`src/rtl/bitlogic_pkg.sv`:
```
`default_nettype none
// +----------------------------------------------------------------------+
// | Module   : bitlogic_pkg                                              |
// | Purpose  : Shared constants for the bitlogic_pipe block: opcode      |
// |            encoding, frame state encoding and out_red bit indices.   |
// | Ports    : none (package)                                            |
// | Revision : 1.0  initial release                                      |
// +----------------------------------------------------------------------+
package bitlogic_pkg;

  // Opcode field width; the encoding below only fits three bits.
  localparam int OPCODE_W = 3;

  localparam logic [OPCODE_W-1:0] OP_AND   = 3'd0;
  localparam logic [OPCODE_W-1:0] OP_OR    = 3'd1;
  localparam logic [OPCODE_W-1:0] OP_XOR   = 3'd2;
  localparam logic [OPCODE_W-1:0] OP_XNOR  = 3'd3;
  localparam logic [OPCODE_W-1:0] OP_NAND  = 3'd4;
  localparam logic [OPCODE_W-1:0] OP_NOR   = 3'd5;
  localparam logic [OPCODE_W-1:0] OP_ANDN  = 3'd6;
  localparam logic [OPCODE_W-1:0] OP_PASSA = 3'd7;

  // Frame state: IDLE uses in_a as operand A, ACCUM uses the accumulator.
  typedef enum logic [0:0] {
    ST_IDLE  = 1'b0,
    ST_ACCUM = 1'b1
  } state_t;

  // Bit positions inside out_red.
  localparam int RED_AND = 0;
  localparam int RED_OR  = 1;
  localparam int RED_XOR = 2;

endpackage
`default_nettype wire

```
`src/rtl/bitlogic_if.sv`:
```
`default_nettype none
// +----------------------------------------------------------------------+
// | Module   : bitlogic_if                                               |
// | Purpose  : Bundles the input-beat and result handshakes of           |
// |            bitlogic_pipe.                                            |
// | Ports    : in_valid/in_ready/in_a/in_b/in_op/in_acc/in_last (beat),  |
// |            out_valid/out_ready/out_data/out_red/out_last (result).   |
// |            master = beat producer / result consumer,                 |
// |            slave  = the logic unit.                                  |
// | Revision : 1.0  initial release                                      |
// +----------------------------------------------------------------------+
interface bitlogic_if
  import bitlogic_pkg::*;
#(
  parameter int WIDTH = 8,
  parameter int OPW   = OPCODE_W
);
  logic             in_valid;
  logic             in_ready;
  logic [WIDTH-1:0] in_a;
  logic [WIDTH-1:0] in_b;
  logic [OPW-1:0]   in_op;
  logic             in_acc;
  logic             in_last;

  logic             out_valid;
  logic             out_ready;
  logic [WIDTH-1:0] out_data;
  logic [2:0]       out_red;
  logic             out_last;

  modport master (
    output in_valid, in_a, in_b, in_op, in_acc, in_last, out_ready,
    input  in_ready, out_valid, out_data, out_red, out_last
  );

  modport slave (
    input  in_valid, in_a, in_b, in_op, in_acc, in_last, out_ready,
    output in_ready, out_valid, out_data, out_red, out_last
  );

endinterface
`default_nettype wire

```
`src/rtl/bitlogic_alu.sv`:
```
`default_nettype none
// +----------------------------------------------------------------------+
// | Module   : bitlogic_alu                                              |
// | Purpose  : Combinational bitwise operator, one of eight ops.         |
// | Ports    : a, b (WIDTH) operands; op (OPW) opcode;                   |
// |            result (WIDTH) op(a, b).                                  |
// | Revision : 1.0  initial release                                      |
// +----------------------------------------------------------------------+
module bitlogic_alu
  import bitlogic_pkg::*;
#(
  parameter int WIDTH = 8,
  parameter int OPW   = OPCODE_W
) (
  input  wire logic [WIDTH-1:0] a,
  input  wire logic [WIDTH-1:0] b,
  input  wire logic [OPW-1:0]   op,
  output logic      [WIDTH-1:0] result
);

  always_comb begin
    result = '0;
    case (op)
      OP_AND:   result = a & b;
      OP_OR:    result = a | b;
      OP_XOR:   result = a ^ b;
      OP_XNOR:  result = ~(a ^ b);
      OP_NAND:  result = ~(a & b);
      OP_NOR:   result = ~(a | b);
      OP_ANDN:  result = a & ~b;
      OP_PASSA: result = a;
      default:  result = '0;
    endcase
  end

endmodule
`default_nettype wire

```
`src/rtl/bitlogic_pipe.sv`:
```
`default_nettype none
// +----------------------------------------------------------------------+
// | Module   : bitlogic_pipe                                             |
// | Purpose  : Registered bitwise logic unit with optional frame         |
// |            accumulation and valid/ready on both sides.               |
// | Ports    : clk   - clock, rising edge                                |
// |            rst_n - synchronous active-low reset                      |
// |            bus   - bitlogic_if.slave (beat in, result out)           |
// | Revision : 1.0  initial release                                      |
// +----------------------------------------------------------------------+
module bitlogic_pipe
  import bitlogic_pkg::*;
#(
  parameter int WIDTH = 8,
  parameter int OPW   = OPCODE_W
) (
  input  wire logic   clk,
  input  wire logic   rst_n,
  bitlogic_if.slave   bus
);

  state_t           state;
  state_t           state_nxt;
  logic [WIDTH-1:0] acc_q;
  logic [WIDTH-1:0] acc_nxt;
  logic [WIDTH-1:0] op_a;
  logic [WIDTH-1:0] alu_res;
  logic [2:0]       red_nxt;
  logic             accept;
  logic             load_out;
  logic             last_nxt;

  // The register can take a new beat whenever it is empty or being drained.
  assign bus.in_ready = !bus.out_valid || bus.out_ready;
  assign accept       = bus.in_valid && bus.in_ready;

  // Only a frame beat continues the accumulator; a non-frame beat arriving
  // mid-frame aborts it and operates on its own in_a.
  assign op_a = (state == ST_ACCUM && bus.in_acc) ? acc_q : bus.in_a;

  bitlogic_alu #(
    .WIDTH (WIDTH),
    .OPW   (OPW)
  ) u_alu (
    .a      (op_a),
    .b      (bus.in_b),
    .op     (bus.in_op),
    .result (alu_res)
  );

  always_comb begin
    red_nxt          = 3'b000;
    red_nxt[RED_AND] = &alu_res;
    red_nxt[RED_OR]  = |alu_res;
    red_nxt[RED_XOR] = ^alu_res;
  end

  // Next-state / control decode.
  always_comb begin
    state_nxt = state;
    acc_nxt   = acc_q;
    load_out  = 1'b0;
    last_nxt  = 1'b0;
    if (accept) begin
      if (!bus.in_acc) begin
        load_out  = 1'b1;
        state_nxt = ST_IDLE;
        acc_nxt   = '0;
      end else if (bus.in_last) begin
        load_out  = 1'b1;
        last_nxt  = 1'b1;
        state_nxt = ST_IDLE;
        acc_nxt   = '0;
      end else begin
        state_nxt = ST_ACCUM;
        acc_nxt   = alu_res;
      end
    end
  end

  always_ff @(posedge clk) begin
    if (!rst_n) begin
      state <= ST_IDLE;
      acc_q <= '0;
    end else begin
      state <= state_nxt;
      acc_q <= acc_nxt;
    end
  end

  // Output register: a drain with no new result only clears valid, so the
  // last payload simply stays put.
  always_ff @(posedge clk) begin
    if (!rst_n) begin
      bus.out_valid <= 1'b0;
      bus.out_data  <= '0;
      bus.out_red   <= 3'b000;
      bus.out_last  <= 1'b0;
    end else if (load_out) begin
      bus.out_valid <= 1'b1;
      bus.out_data  <= alu_res;
      bus.out_red   <= red_nxt;
      bus.out_last  <= last_nxt;
    end else if (bus.out_ready) begin
      bus.out_valid <= 1'b0;
    end
  end

endmodule
`default_nettype wire

```
`src/flat_wrapper.sv`:
```
// flat-port wrapper written by rule: the top's interface ports become plain ports
module bitlogic_pipe_flat import bitlogic_pkg::*;
#(
  parameter int WIDTH = 8,
  parameter int OPW   = OPCODE_W
)
  (clk, rst_n, bus_in_valid, bus_in_a, bus_in_b, bus_in_op, bus_in_acc, bus_in_last, bus_out_ready, bus_in_ready, bus_out_valid, bus_out_data, bus_out_red, bus_out_last);
  bitlogic_if #(.WIDTH(WIDTH), .OPW(OPW)) bus_i ();
  input  wire logic clk;
  input  wire logic rst_n;
  input wire logic [$bits(bus_i.in_valid)-1:0] bus_in_valid;
  input wire logic [$bits(bus_i.in_a)-1:0] bus_in_a;
  input wire logic [$bits(bus_i.in_b)-1:0] bus_in_b;
  input wire logic [$bits(bus_i.in_op)-1:0] bus_in_op;
  input wire logic [$bits(bus_i.in_acc)-1:0] bus_in_acc;
  input wire logic [$bits(bus_i.in_last)-1:0] bus_in_last;
  input wire logic [$bits(bus_i.out_ready)-1:0] bus_out_ready;
  output wire logic [$bits(bus_i.in_ready)-1:0] bus_in_ready;
  output wire logic [$bits(bus_i.out_valid)-1:0] bus_out_valid;
  output wire logic [$bits(bus_i.out_data)-1:0] bus_out_data;
  output wire logic [$bits(bus_i.out_red)-1:0] bus_out_red;
  output wire logic [$bits(bus_i.out_last)-1:0] bus_out_last;
  assign bus_i.in_valid = bus_in_valid;
  assign bus_i.in_a = bus_in_a;
  assign bus_i.in_b = bus_in_b;
  assign bus_i.in_op = bus_in_op;
  assign bus_i.in_acc = bus_in_acc;
  assign bus_i.in_last = bus_in_last;
  assign bus_i.out_ready = bus_out_ready;
  assign bus_in_ready = bus_i.in_ready;
  assign bus_out_valid = bus_i.out_valid;
  assign bus_out_data = bus_i.out_data;
  assign bus_out_red = bus_i.out_red;
  assign bus_out_last = bus_i.out_last;
  bitlogic_pipe #(.WIDTH(WIDTH), .OPW(OPW)) u_core (.clk(clk), .rst_n(rst_n), .bus(bus_i));
endmodule
```
`config.mk`:
```
export PLATFORM = sky130hd
export DESIGN_NAME = bitlogic_pipe_flat
export DESIGN_NICKNAME = d
export VERILOG_FILES = /design/src/rtl/bitlogic_pkg.sv /design/src/rtl/bitlogic_if.sv /design/src/rtl/bitlogic_alu.sv /design/src/rtl/bitlogic_pipe.sv /design/src/flat_wrapper.sv
export SDC_FILE = /design/constraint.sdc
export NUM_CORES = 1
export LEC_CHECK = 0
export CORE_ASPECT_RATIO = 0.6
export CORE_MARGIN = 2
export CORE_UTILIZATION = 57
export DETAILED_ROUTE_END_ITERATION = 16
export HOLD_SLACK_MARGIN = 0.12
export PLACE_DENSITY_LB_ADDON = 0.3
export SLEW_MARGIN = 5
export SYNTH_ARGS = -nofsm -noshare
export SYNTH_HDL_FRONTEND = slang
export SYNTH_SLANG_ARGS = --single-unit
export TNS_END_PERCENT = 30
```
`constraint.sdc`:
```
create_clock -name clk -period 5.4 [get_ports clk]
set_clock_uncertainty 0.1 [all_clocks]
set_input_delay 0.81 -clock clk [delete_from_list [all_inputs] [get_ports clk]]
set_output_delay 0.81 -clock clk [all_outputs]
set_load 0.005 [all_outputs]
```
==> results.toml, run 1 <==
[status]
status = "finished clean"

[timing]
fin_setup_tns_ns = 0
min_period_ns = 3.82
relSlewSlack = 0.360
drv_slew = 0
hold_viol_final = 0
fin_ws_ns = 1.58
rsz0062_at_grt = "no"
timing.fmax_mhz = 261
setup_viol = 0
tightest_slew_ns = 0.958
fin_crit_sh = 0.708

[clock_tree]
cts_buffers = 3
clock_latency_ns = 0.27
ctsLongestPathBuffers = 2
post_cts_buffers = 0
tritoncts = "built"
clk_pin_slew_ns = 0.08
htreeDepth = 1
clockRootBuffer = "clkbuf_8"
clkSinkCount = 22
cts.repair.resized = 0
cts-hold-fix-buffers = 0

[setup_path]
cp_max_fo = 8
endpoint_kind = "flip-flop"
critical_path.startpoint = "bus_in_acc"
r2r_start = "u_core.state"
crit_type = "primary input to flip-flop"
startpoint_type = "primary input"
cp.arrival_ns = 3.91
r2r_setup_slack_ns = 2.30
crit_required_ns = 5.49

[placed_design]
dp.cells = 315
dp_hpwl_um = 3440
dpl_worst_slack_ns = 1.34
routabilityCongestion = 0.830
port_buffers = 38

[synth]
ys_async_sr_fraction = 0
yosysWarnings = 0
yosys.area_share.xor_xnor = 0.0466
synth_top_area_frac = 0.213
yosys-mux-area-fraction = 0.0527
synth-adder-area-share = 0.194
synth_edf_count = 0
syn_area_per_cell_sq_um = 8.54
synth_ff_type = "dfxtp_1"
synth_top_family_by_area = "compound AO/OA/AOI/OAI gates"
synthTopCellsByArea = "dfxtp_1 (21%), ha_1 (19%), inv_1 (4.9%), a21oi_1 (4.6%), mux2i_1 (3.9%)"
yosys.area_share.simple = 0.176
ys_seq_area_frac = 0.213
ys_types = 59
synth-seq-cells = 22
synth.largest_area_cell = "dfxtp_1"
syn-instance-count = 242
syn_area_sq_mm = 0.00207
syn_nets = 299
synth_compound_area_frac = 0.211

[grt]
antenna_found_initial = 0
grt_max_degree = 40
grt_pass1_vias = 1695
grt_pass1_wl_um = 7580
grt.total_usage = 0.235
grt_remaining_overflow = 0

[finish]
fin_nets = 332
fin_cells = 319
area.growth.synth_to_final_pct = 18.4
antenna-diode-count = 0
drive_gt1_frac = 0.0876

[routing]
via_count = 1783
drc = 0
drtPass1Iterations = 5
routed_wirelength_um = 4430
wl_per_cell_um = 13.9
via_per_inst = 5.59
drtAntennaViolNets = 0
drt_iter0_drc = 83

[floorplan]
coreArea_sq_mm = 0.00336
die_area_sq_mm = 0.00414
die_x_um = 81.7
initial_core_util = 0.615
die_y_um = 50.6
rows = 16
ios = 39

[power]
p_per_area_mw_per_mm2 = 193
p_leak_uw = 0.00112
ir_drop_mv = 0.189
finalPower_uw = 473

[flow_run]
maxCapViolCount = 0

[hold_path]
hp-start = "u_core.acc_q[7]"
holdCritPathClass = "flip-flop to flip-flop"
power by group:
| part | switching (uW) | total (uW) | internal [uW] |
|---|---|---|---|
| combinational | 88.4 | 175 | 86.7 |
| clock | 54.9 | 120 | 65.1 |
| sequential | 5.26 | 178 | 173 |
| total | 149 | 473 | 324 |
worst max-delay path, cell delays in order:
cell and delay, ns:
clkdlybuf4s50_1 0.49, nand2_4 0.20, mux2i_1 0.32, inv_1 0.10
ha_1 0.31, xnor2_1 0.13, a211o_1 0.30, o311a_1 0.13
a21oi_2 0.22, inv_1 0.07, ha_1 0.30, xnor2_1 0.21
xnor2_1 0.10, a211oi_1 0.21
flip-flops by register name, summed over array words and instances (netlist names):
name,count
u_core.acc_q,8
u_core.bus.out_red,3
u_core.bus.out_last,1
u_core.bus.out_data,8
u_core.state,1
u_core.bus.out_valid,1
cells by family after synthesis:
group | after synthesis
fa+ha+maj | 32
buf+inv | 38
xor+xnor | 11
compound gates | 62
mux | 10
simple gates | 67
flops | 22
area by class of cell:
class / count / area [sq um]
multi-input combinational: 182 / 1410
sequential: 22 / 440
fill: 267 / 916
timing repair buffer: 39 / 388
clock buffer: 4 / 55.1
inverter: 27 / 101
tap: 45 / 56.3
routing by layer:
layer  vias to the layer above  share of wire  track usage
met1                       819           0.47        0.329
li1                        904              -            -
met5                         -              0            0
met4                         0         0.0016       0.0222
met3                         2          0.075       0.0468
met2                        58           0.45        0.385
cells in the mapped netlist (2+ instances only):
cell / instances
buf_6: 4
a211oi_1: 2
o211ai_1: 2
inv_1: 27
dfxtp_1: 22
xor2_1: 4
nand2b_1: 3
nand3b_1: 3
clkbuf_8: 2
o221a_2: 2
a31o_1: 2
ha_1: 32
o21ai_0: 10
o21ai_1: 8
mux2i_1: 8
nand2_1: 20
buf_4: 2
o221ai_1: 2
nor3_1: 2
and2_1: 4
nand3_1: 2
xnor2_1: 7
a21oi_1: 19
nand3_2: 2
a22o_1: 2
and3_1: 2
nor2_1: 15
stage by stage:
step / utilization / area [sq um] / hold WS [ns]
final: 0.728 / 2450 / 0.353
after global routing: 0.728 / 2450 / 0.373
after global placement: 0.711 / 2390 / 0.335
after detailed placement: 0.711 / 2390 / 0.343
after floorplan: - / 2070 / 0.329
after CTS: 0.728 / 2450 / 0.354
worst paths after layout:
| path | end | depth (start not counted) |
|---|---|---|
| worst max-delay path | u_core.bus.out_red[2] | 14 |
| worst min-delay path | u_core.acc_q[7] | 2 |
| worst max register to register | u_core.bus.out_red[2] | 13 |
| worst min register to register | u_core.acc_q[7] | 2 |
cell usage in the layout, fill, tap and decap left out, types with 7 or more instances in the layout:
cell             netlist  final
mux2i_1                8      8
inv_1                 27     27
dfxtp_1               22     22
nand2_1               20     20
nor2_1                15     15
xnor2_1                7      7
ha_1                  32     32
a21oi_1               19     19
clkdlybuf4s50_1        0     38
o21ai_1                8      8
o21ai_0               10     10
(Power assumes the default switching activity.)
==> inputs of run 2 (changes only) <==
CORE_UTILIZATION = 53   (was 57)
clock period = 4 ns   (was 5.4 ns; I/O delays follow)
==> results.toml, run 2 (same netlist as run 1, synthesis figures left out) <==
[timing]
min_period_ns = 3.59
fin_setup_tns_ns = 0
relSlewSlack = 0.407
timing.fmax_mhz = 278
rsz0062_at_grt = "no"
fin_crit_sh = 0.898
tightest_slew_ns = 0.886
setup_viol = 0
hold_viol_final = 0
drv_slew = 0
fin_ws_ns = 0.408

[power]
p_per_area_mw_per_mm2 = 251
p_leak_uw = 0.00114
combPwrFrac = 0.393
power.internal_uw = 422
p_sw_frac = 0.319
switchingPower_uw = 198
ir_drop_mv = 0.220
seqPwrFrac = 0.388
pwr-share-clk = 0.219

[routing]
wl_per_cell_um = 14.0
drc = 0
drtPass1Iterations = 4
wl_met1_um = 2300
top_layer = "met4"
via_count = 1789
wl_met2_um = 1980
drtAntennaViolNets = 0
drt_iter0_drc = 82
via_per_inst = 5.50
wl_met3_um = 251
routed_wirelength_um = 4570

[setup_path]
endpoint_kind = "flip-flop"
critPathCapture = "u_core.bus.out_red[2]"
cp_slowest_cell = "clkdlybuf4s50_1"
timing.rr.end = "u_core.bus.out_red[2]"
critical_path.startpoint = "bus_in_acc"
startpoint_type = "primary input"
crit_top_cell = "xnor2_1"
r2r_setup_slack_ns = 0.92
crit_required_ns = 4.08
crit_chain = "clkdlybuf4s50_1, nand2_4, mux2i_1, inv_1, ha_1, xnor2_1, a211o_1, o311a_1, a21oi_2, inv_1, ha_1, xnor2_1, xnor2_1, a211oi_1"
r2r_start = "u_core.state"
crit_type = "primary input to flip-flop"
reg2reg_depth = 13
cp.arrival_ns = 3.67
cp_max_fo = 8
slowest_delay_ns = 0.47

[placed_design]
dp_hpwl_um = 3630
port_buffers = 38
dp.cells = 322
dpl_worst_slack_ns = 0.150
place_area_sq_mm = 0.00243
routabilityCongestion = 0.841

[finish]
layout_common_cells = "clkdlybuf4s50_1 (38), ha_1 (32), inv_1 (27)"
fin_nets = 337
antenna-diode-count = 0
reg_top3 = "u_core.acc_q: 8 flops, u_core.bus.out_data: 8 flops, u_core.bus.out_red: 3 flops"
drive_gt1_frac = 0.101
fin_area_sq_mm = 0.00247
area.growth.synth_to_final_pct = 19.7
final_common_cell = "clkdlybuf4s50_1"
fin_cells = 325

[clock_tree]
clk_pin_slew_ns = 0.07
post_cts_buffers = 0
cts-hold-fix-buffers = 0
ctsLongestPathBuffers = 2
clockRootBuffer = "clkbuf_8"
htreeDepth = 1
cts.repair.resized = 0
clkSinkCount = 22
tritoncts = "built"
clock_latency_ns = 0.26
cts_buffers = 3

[floorplan]
coreArea_sq_mm = 0.00370
initial_core_util = 0.558
die_area_sq_mm = 0.00443
rows = 17
die_y_um = 52.4
die_x_um = 84.6
ios = 39

[grt]
grt.total_usage = 0.226
grt_pass1_wl_um = 7900
grt_remaining_overflow = 0
grt_pass1_vias = 1719
antenna_found_initial = 0
grt_max_degree = 40

[flow_run]
maxCapViolCount = 0

[hold_path]
holdCritPathClass = "flip-flop to flip-flop"
holdPathStages = 2

[status]
status = "finished clean"
run 2: cell types whose count changed in the layout (fill, tap and decap cells not counted):
cell      change
buf_4         +5
clkbuf_8      -1
run 2: power groups by stage:
stage	combinational [uW]	clock, uW	sequential (uW)
detailed placement	242	0	245
floorplan	162	0	245
global placement	235	0	245
CTS	244	138	240
finish	243	136	240
global route	275	146	242
run 2: worst min-delay path by stage:
stage / startpoint / to / slack, ns
4_1_cts: u_core.acc_q[0] / u_core.acc_q[0] / 0.35
5_1_grt: u_core.acc_q[0] / u_core.acc_q[0] / 0.38
3_5_place_dp: u_core.acc_q[0] / u_core.acc_q[0] / 0.34
2_1_floorplan: u_core.acc_q[0] / u_core.acc_q[0] / 0.33
3_3_place_gp: u_core.acc_q[1] / u_core.acc_q[1] / 0.34
6_report: u_core.acc_q[0] / u_core.acc_q[0] / 0.35
run 2: through the flow:
stage	hold slack (ns)	total power (uW)	utilization
2_1_floorplan	0.329	407	-
3_3_place_gp	0.338	480	0.657
4_1_cts	0.355	623	0.668
6_report	0.352	620	0.668
3_5_place_dp	0.344	487	0.657
5_1_grt	0.381	663	0.668
run 2: area by class of cell:
class,count,area (sq um)
fillers,325,1230
flip-flops and latches,22,440
inverters,27,101
clock buffers,3,41.3
well taps,47,58.8
repair buffers,44,425
multi-input cells,182,1410
run 2: routing by layer:
layer,vias up,track usage
met3,4,0.0567
met5,-,0
met1,830,0.300
li1,910,-
met4,0,0.0556
met2,45,0.374
run 2: critical path, delay by kind of cell:
kind | cells | cell delay (ns)
AOI/OAI and AO/OA | 4 | 0.88
xor gates and xnor gates | 3 | 0.41
adders and majority gates | 2 | 0.60
buffers and inverters | 3 | 0.65
muxes | 1 | 0.33
and+or+nand+nor | 1 | 0.20
==> inputs of run 3 (changes only) <==
CAP_MARGIN = 15   (was not set)
==> results of run 3 <==
Same layout as run 2: the final DEF is identical, and so are final timing and power.
